--- src/rtl/force_release_reg.sv ---
// force_release_reg: a data register with a hardware override path.
// Normal loads take `a`. An accepted override makes `x` track `ovr_val` for
// `ovr_len` cycles (0 = until `ovr_rel`). After that the register holds the last
// forced value until the next normal load.
// Optional build macro FORCE_RELEASE_REG_CNT_EN adds two ports: `ovr_cnt`
// (saturating count of accepted overrides) and `early_rel` (sticky flag for a
// release that cut a timed override short).

module force_release_reg #(
   parameter int unsigned WIDTH = 8,
   parameter int unsigned LEN_W = 8
) (
   input  logic             clk,
   input  logic             rst_n,
   input  logic [WIDTH-1:0] a,
   input  logic             load,
   input  logic             ovr_req,
   input  logic [WIDTH-1:0] ovr_val,
   input  logic [LEN_W-1:0] ovr_len,
   input  logic             ovr_rel,
   output logic             ovr_ack,
   output logic [WIDTH-1:0] x,
   output logic             forced,
   output logic             held
`ifdef FORCE_RELEASE_REG_CNT_EN
   ,
   output logic [7:0]       ovr_cnt,
   output logic             early_rel
`endif
);

   typedef enum logic [1:0] {
      StNormal = 2'd0,
      StForced = 2'd1,
      StHeld   = 2'd2
   } state_e;

   state_e             state_q, state_d;
   logic [WIDTH-1:0]   x_q, x_d;
   logic [LEN_W-1:0]   cnt_q, cnt_d;
   logic               ack_q, ack_d;
   logic               forced_q, held_q;
   logic               accept;
   logic               cnt_is_one;
   logic               rel_exit;

   assign cnt_is_one = (cnt_q == LEN_W'(1));

   // The release strobe only matters once the override is already in effect.
   assign rel_exit = (state_q == StForced) && ovr_rel;

   // Next-state, data path and override bookkeeping.
   always_comb begin
      state_d = state_q;
      x_d     = x_q;
      cnt_d   = cnt_q;
      ack_d   = 1'b0;
      accept  = 1'b0;

      unique case (state_q)
         StNormal, StHeld: begin
            // A request outranks a load; acceptance re-arms from HELD as well.
            if (ovr_req) begin
               accept  = 1'b1;
               ack_d   = 1'b1;
               x_d     = ovr_val;
               cnt_d   = ovr_len;
               state_d = StForced;
            end else if (load) begin
               x_d     = a;
               state_d = StNormal;
            end
         end

         StForced: begin
            // x keeps tracking the override value, including on the exit edge.
            x_d = ovr_val;
            if (cnt_q != '0) begin
               cnt_d = cnt_q - LEN_W'(1);
            end
            if (rel_exit || cnt_is_one) begin
               state_d = StHeld;
               cnt_d   = '0;
            end
         end

         default: begin
            state_d = StNormal;
            cnt_d   = '0;
         end
      endcase
   end

   // State and data registers; reset drops any override immediately.
   always_ff @(posedge clk or negedge rst_n) begin
      if (!rst_n) begin
         state_q  <= StNormal;
         x_q      <= '0;
         cnt_q    <= '0;
         ack_q    <= 1'b0;
         forced_q <= 1'b0;
         held_q   <= 1'b0;
      end else begin
         state_q  <= state_d;
         x_q      <= x_d;
         cnt_q    <= cnt_d;
         ack_q    <= ack_d;
         forced_q <= (state_d == StForced);
         held_q   <= (state_d == StHeld);
      end
   end

   assign x       = x_q;
   assign ovr_ack = ack_q;
   assign forced  = forced_q;
   assign held    = held_q;

`ifdef FORCE_RELEASE_REG_CNT_EN
   logic [7:0] ovr_cnt_q;
   logic       early_rel_q;

   // Saturating accept counter and sticky early-release flag.
   always_ff @(posedge clk or negedge rst_n) begin
      if (!rst_n) begin
         ovr_cnt_q   <= 8'd0;
         early_rel_q <= 1'b0;
      end else begin
         if (accept && (ovr_cnt_q != 8'hFF)) begin
            ovr_cnt_q <= ovr_cnt_q + 8'd1;
         end
         // cnt of 0 is an indefinite override, so releasing it is not early.
         if (rel_exit && (cnt_q > LEN_W'(1))) begin
            early_rel_q <= 1'b1;
         end
      end
   end

   assign ovr_cnt   = ovr_cnt_q;
   assign early_rel = early_rel_q;
`else
   // Statistics ports and their counters are not built in this configuration.
`endif

endmodule

--- config.mk ---
export PLATFORM = sky130hd
export DESIGN_NAME = force_release_reg
export DESIGN_NICKNAME = d
export VERILOG_FILES = /design/src/rtl/force_release_reg.sv
export SDC_FILE = /design/constraint.sdc
export NUM_CORES = 1
export LEC_CHECK = 0
export BUFFER_PORTS_ARGS = -buffer_cell sky130_fd_sc_hd__clkbuf_2
export CAP_MARGIN = 20
export CORE_UTILIZATION = 48
export DETAILED_ROUTE_END_ITERATION = 7
export PLACE_DENSITY = 0.86
export SKIP_LAST_GASP = 1
export SYNTH_ARGS = -nofsm -noshare
export SYNTH_HDL_FRONTEND = slang
export SYNTH_SLANG_ARGS = --single-unit
export TNS_END_PERCENT = 1
--- constraint.sdc ---
create_clock -name clk -period 2.3 [get_ports clk]
set_input_delay 0 -clock clk [delete_from_list [all_inputs] [get_ports clk]]
set_output_delay 0 -clock clk [all_outputs]
set_load 0.01 [all_outputs]
== Yosys cells after proc, flatten, opt, wreduce, memory -nomap -nowiden ==
Cells that the tools add are included.
W data, S select, Z words.
Storage, ports and cells
  logic and storage cells: 36
  bits in registers: 21
Operators by class
  equality and inequality tests: 8
  multiplexer cells: 13
  $add $sub $neg: 1
  reductions and logical operators: 8
Operators with widths (count)
  $mux W8: 5
  $pmux W8 S2: 2
  $eq A8 B1 Y1 const B: 1
  $reduce_bool A8 Y1: 1
  $sub A8 B1 Y8 const B: 1
  $mux W2: 3
  $eq A2 B1 Y1 const B: 2
  $eq A2 B2 Y1 const B: 2
  $pmux W2 S2: 1
  $reduce_and A2 Y1: 2
  $ne A3 B1 Y1 const B: 1
  $ne A3 B3 Y1 const B: 1
  $logic_not A2 Y1: 1
  $mux W1: 2
  $ne A2 B2 Y1 const B: 1
  $reduce_bool A2 Y1: 1
  $reduce_or A2 Y1: 1
  $logic_and A1 B1 Y1: 1
  $logic_or A1 B1 Y1: 1

== Longest topological paths before layout ==
Gate-level depths: netlist (run 1).
  depth after elaboration: 6
  depth in mapped cells: 7
  mapped depth without buffers: 6

== Worst setup path before layout (run 1) ==
Ideal clock, no wire load.
  path type: reg2reg
  start: reg cnt_q[0]
  end: reg cnt_q[0]
  clock period less this slack: 1950 ps
  setup time: 131 ps
  path slack: 350 ps
  arrival time: 1819 ps
  cell stages (with the launch flop): 7
  cell sequence: dfrtp_1 > inv_1 > ha_1 > or3b_2 > or4_4 > o21ai_4 > o21ai_0
On the way
  cells in the longest elaborated chain, start to end: 4
RTL lines
  from (decl): RTL line 40  | logic [LEN_W-1:0] cnt_q, cnt_d;
  from (signal assigned): RTL line 106  | cnt_q <= cnt_d;
  $sub A8 B1 Y8 / $eq A8 B1 Y1 (equally long branches): RTL line 79, 47
  $mux W8 / $logic_or A1 B1 Y1 (equally long branches): RTL line 78, 81
  $mux W8 / $ne A3 B1 Y1 (equally long branches)
  $pmux W8 S2 / $reduce_and A2 Y1 (equally long branches)
Several ways; a longest one is shown, not always the timed one. The select of a mux whose other input is x is not followed.
A chain may end at the register's enable or synchronous reset.

== Final worst setup path (run 1) ==
  start: reg cnt_q[0]
  end: reg cnt_q[1]
Same word-level chain as after synthesis.

==> qor.yml, run 1 <==
end_kind: "flip-flop"
fin_crit_ns: 2.16
viasPerCell: 5.55
finClkSkew_ns: 0.00259
yosys_warnings: 0
ys_types: 33
synth.area.top_cells: "dfrtp_1 (46%), mux2i_1 (7.0%), o21ai_0 (5.7%), nand2_1 (4.6%), inv_1 (3.3%)"
r2r-end: "cnt_q[1]"
setup_violations: 0
post_cts_buffers: 0
routed_wl_um: 2810
drtPass1Iterations: 4
diodes: 0
final.fill_count: 198
worst_pin_slew_ns: 0.592
num_vias: 1109
synth.mux.area_fraction_pct: 7.01
cts_buffer_depth: 2
outcome: "finished clean"
pwr-share-clk_pct: 10.7
seq_area_frac_synth_pct: 46.0
p_leak_nw: 0.739
max_freq_mhz: 463
seq_area_um2: 526
clock_sinks: 21
drive_gt1_share_pct: 32.6
globalplace.congestion: 0.807
pre_cts_ws_ns: 0.161
cp.arrival_ns: 2.34
synth-xor-area-share_pct: 0
synth-simple-area-share_pct: 17.3
tns_ns: 0
hold_class: "in -> reg"
grt_max_degree: 22
hold_violations: 0
final_cell_mix: "clkbuf_2 (39), dfrtp_1 (21), nand2_1 (14), dlygate4sd3_1 (14), o21ai_0 (13)"
cp_max_fo: 8
portBuffers: 39
multi_input_area_um2: 571
rows: 17
drcViolationCount: 0
die_x_um: 50.8
start_util_pct: 51.1
antenna_found_initial: 0
grt_pass1_vias: 1043
cts-root-buf: "clkbuf_4"
fin_ws_ns: 0.141
clock_latency_ns: 0.30
slew_viol_final: 0
netlist_instances: 115
final_area_um2: 1550
reg2reg_depth: 6
pwr-share-comb_pct: 50.8
slew_headroom_pct: 60.5
track_usage_pct: 24.4
cap_violations: 0
synth_compound_area_share_pct: 23.4
placed_area_um2: 1380
synth_top_area_share_pct: 46.0
cts_tree: "yes"
crit_end: "cnt_q[1]"
syn_area_um2: 1140
switching_power_w: 0.000701
ctsHoldBuffers: 14
rrSetupSlack_ns: 0.14
hpwl_um: 1910
synth_top_family_by_area: "compound AO/OA/AOI/OAI gates"
grt-ovfl-total: 0
power_density_nw_per_um2: 1060
clk_pin_slew_ns: 0.11
internal_power_w: 0.000944
routedWlPerCell_um: 14.0
synth_largest_area_cell: "dfrtp_1"
critPathLaunchType: "flip-flop"
cp-startpoint: "cnt_q[0]"
required_ns: 2.48
final_common_cell: "clkbuf_2"
nets: 204
cts_buffers: 3
p_sw_share_pct: 42.6
design.die.area_um2: 2580
avgSynthCellArea_um2: 9.93
io_pins: 40
syn_to_final_growth_pct: 35.3
die_h_um: 50.8
power.share.sequential_pct: 38.5
drt-initial-drc-count: 28
h-tree-depth: 1
core-area_um2: 2230
utilization_pct: 69.2
ant_nets: 0
ys_ff_latch: 21
fin_crit_sh_pct: 93.9
ir_drop_mv: 0.599
crit-reg2reg-launch: "cnt_q[0]"
critPathKind: "reg -> reg"
cts_resized: 0
grt_pass1_wl_um: 4650
syn_nets: 146
synthAdderAreaFrac_pct: 2.19
rsz0062_at_grt: "false"
[metal layers]
metal | routed length, µm | track usage, %
met5 | 0 | 0
met4 | 31 | 8.33
met3 | 186 | 3.64
met2 | 1400 | 43.6
met1 | 1180 | 29.7
[registers in the layout, summed over array words and instances (netlist names)]
signal	flops
cnt_q	8
x	8
state_q	2
forced	1
held	1
ovr_ack	1
[stage by stage]
step	std cells	hold WS, ns	power, W
finish	200	0.00673	0.00164
global route	200	0.00559	0.00177
CTS	200	0.00155	0.00164
detailed placement	182	0.00390	0.00143
global placement	182	-0.00779	0.00139
floorplan	115	-0.296	0.00117
[Yosys cell counts (all sizes together)]
cell type and instances:
dfrtp 21, nand2 14, o21ai 14, inv 10, mux2i 8, a21oi 6, o22ai 5, a22oi 4
nor2 4, a32oi 3, or2 3, and2b 2, ha 2, nor3 2, or3b 2, or4 2
a21o 1, a41oi 1, buf 1, clkbuf 1, nand3 1, nor2b 1, nor3b 1, nor4 1
nor4b 1, o2bb2ai 1, o311ai 1, o41ai 1, or3 1
[logic make-up (layout without fill, tap and decap cells)]
| group | after synthesis | in the layout |
|---|---|---|
| fa+ha+maj | 2 | 2 |
| compound gates | 37 | 37 |
| mux | 8 | 8 |
| simple gates | 35 | 35 |
| flops | 21 | 21 |
| buf+inv | 12 | 69 |
[worst min path at each step]
stage / slack, ns / cells past startpoint / endpoint / startpoint
finish: 0.007 / 3 / x[1] / a[1]
global route: 0.006 / 3 / cnt_q[3] / ovr_len[3]
CTS: 0.002 / 3 / x[1] / a[1]
detailed placement: 0.004 / 1 / cnt_q[5] / rst_n
global placement: -0.008 / 1 / cnt_q[4] / rst_n
floorplan: -0.30 / 0 / cnt_q[0] / rst_n
[critical path: stages (launching register included)]
cell and delay [ns]:
dfrtp_1 0.43, inv_1 0.11, ha_1 0.20, or3b_2 0.54, or4_4 0.48, o21ai_4 0.14
o21ai_0 0.14
[layout make-up]
| cell class | instances | area share, % |
|---|---|---|
| tap | 28 | 2.27 |
| inverter | 10 | 2.43 |
| timing repair buffer | 55 | 22.7 |
| clock buffer | 4 | 1.70 |
| multi-input combinational | 82 | 36.9 |
| sequential | 21 | 34.0 |
[power groups by stage]
stage | combinational (W) | clock, W | sequential (W)
4_1_cts | 0.000827 | 0.000185 | 0.000631
6_report | 0.000835 | 0.000176 | 0.000633
5_1_grt | 0.000917 | 0.000203 | 0.000649
2_1_floorplan | 0.000533 | 0 | 0.000640
3_5_place_dp | 0.000796 | 0 | 0.000636
3_3_place_gp | 0.000764 | 0 | 0.000627
Note: power is estimated with default switching activity, not from simulation.
==> inputs of run 2 (changes only) <==
REMOVE_ABC_BUFFERS = 1   (was default)
SETUP_SLACK_MARGIN = 0.15   (was default)
==> qor.yml, run 2 (synthesized netlist as in run 1, its figures left out) <==
rrSetupSlack_ns: 0.16
r2r-end: "cnt_q[7]"
whs_endpoint: "cnt_q[1]"
syn_to_final_growth_pct: 40.4
cts_tree: "yes"
grt_pass1_wl_um: 4870
cp_max_fo: 8
p_total_w: 0.00164
slew_headroom_pct: 48.6
drive_gt1_share_pct: 31.6
grt-ovfl-total: 0
nets: 209
crit-reg2reg-launch: "cnt_q[0]"
routedWlPerCell_um: 14.2
globalplace.congestion: 0.807
h-tree-depth: 1
critPathKind: "reg -> reg"
num_vias: 1115
antenna_found_initial: 0
die_x_um: 50.8
clock_sinks: 21
max_freq_mhz: 468
power_density_nw_per_um2: 1020
grt_max_degree: 22
hold_violations: 0
cts-root-buf: "clkbuf_4"
rows: 17
clock_latency_ns: 0.31
utilization_pct: 71.8
tns_ns: 0
io_pins: 40
design.die.area_um2: 2580
drcViolationCount: 0
pre_cts_ws_ns: 0.186
fin_ws_ns: 0.164
portBuffers: 39
grt_pass1_vias: 1118
setup_violations: 0
worst_pin_slew_ns: 0.764
critPathLaunchType: "flip-flop"
hold_start: "ovr_len[1]"
track_usage_pct: 25.9
diodes: 0
ant_nets: 0
outcome: "finished clean"
drt-initial-drc-count: 34
cp.arrival_ns: 2.33
reg2reg_depth: 6
end_kind: "flip-flop"
final_common_cell: "clkbuf_2"
hpwl_um: 1890
slew_viol_final: 0
core-area_um2: 2230
routed_wl_um: 2920
ir_drop_mv: 0.674
p_leak_nw: 0.763
fin_crit_sh_pct: 92.9
fin_crit_ns: 2.14
viasPerCell: 5.44
die_h_um: 50.8
cap_violations: 0
min_path_cells: 3
cts_buffers: 3
clk_pin_slew_ns: 0.12
drtPass1Iterations: 4
cts_buffer_depth: 2
finClkSkew_ns: 0.00269
final_cell_mix: "clkbuf_2 (39), dfrtp_1 (21), dlygate4sd3_1 (20)"
start_util_pct: 51.1
rsz0062_at_grt: "true"
required_ns: 2.49
hold_class: "in -> reg"
-- run 2: cell count changes in the layout (fill, tap and decap cells not counted), sizes merged --
cell / delta
buf: -1
clkinv: +1
clkbuf: -1
dlygate4sd3: +6
-- run 2: how the worst max path moves through the flow --
stage	start	to	slack [ns]	cells past startpoint
floorplan	cnt_q[0]	cnt_q[0]	0.35	6
global placement	cnt_q[0]	cnt_q[0]	0.26	6
detailed placement	cnt_q[0]	cnt_q[7]	0.19	6
CTS	cnt_q[0]	cnt_q[0]	0.16	6
global route	cnt_q[0]	cnt_q[1]	0.07	6
finish	cnt_q[0]	cnt_q[7]	0.16	6
-- run 2: where the power goes --
| group | total (W) | leakage [nW] | switching, W | internal (W) |
|---|---|---|---|---|
| combinational | 0.000828 | 0.483 | 0.000463 | 0.000365 |
| sequential | 0.000633 | 0.262 | 0.000124 | 0.000509 |
| clock | 0.000180 | 0.0177 | 0.000115 | 0.0000650 |
-- run 2: metrics by stage --
step           area [µm²]  cells  hold WS (ns)
3_3_place_gp         1370    181      -0.00602
6_report             1600    205       0.00409
4_1_cts              1600    205      0.000757
5_1_grt              1600    205        0.0286
2_1_floorplan        1130    113        -0.296
3_5_place_dp         1370    181       0.00987
-- run 2: cell type report --
| type | count | area, µm² |
|---|---|---|
| fillers | 167 | 629 |
| multi-input cells | 82 | 576 |
| flip-flops and latches | 21 | 526 |
| repair buffers | 60 | 403 |
| inverters | 10 | 37.5 |
| well taps | 28 | 35.0 |
| clock buffers | 3 | 22.5 |
| clock inverters | 1 | 5.00 |
-- run 2: worst max-delay path, cell delays in order (launching register included) --
cell     delay (ns)
dfrtp_1        0.43
inv_1          0.11
ha_1           0.21
or3b_2         0.55
or4_4          0.47
o21ai_4        0.13
o22ai_1        0.13
-- run 2: per-layer routing --
metal  global-route usage (%)  share of wire [%]  vias to the layer above
met5                        0                  0                        -
met4                     9.72                1.4                        0
met3                     3.64                4.8                        5
met2                     48.2                 53                       40
met1                     29.5                 41                      527
li1                         -                  -                      543
-- run 2: timing repair --
action,4_1_cts,5_1_grt
setup buffers,0,0
setup endpoints to repair,0,15
endpoints found under the hold margin,34,0
gates resized for setup,0,1
hold buffers,20,0
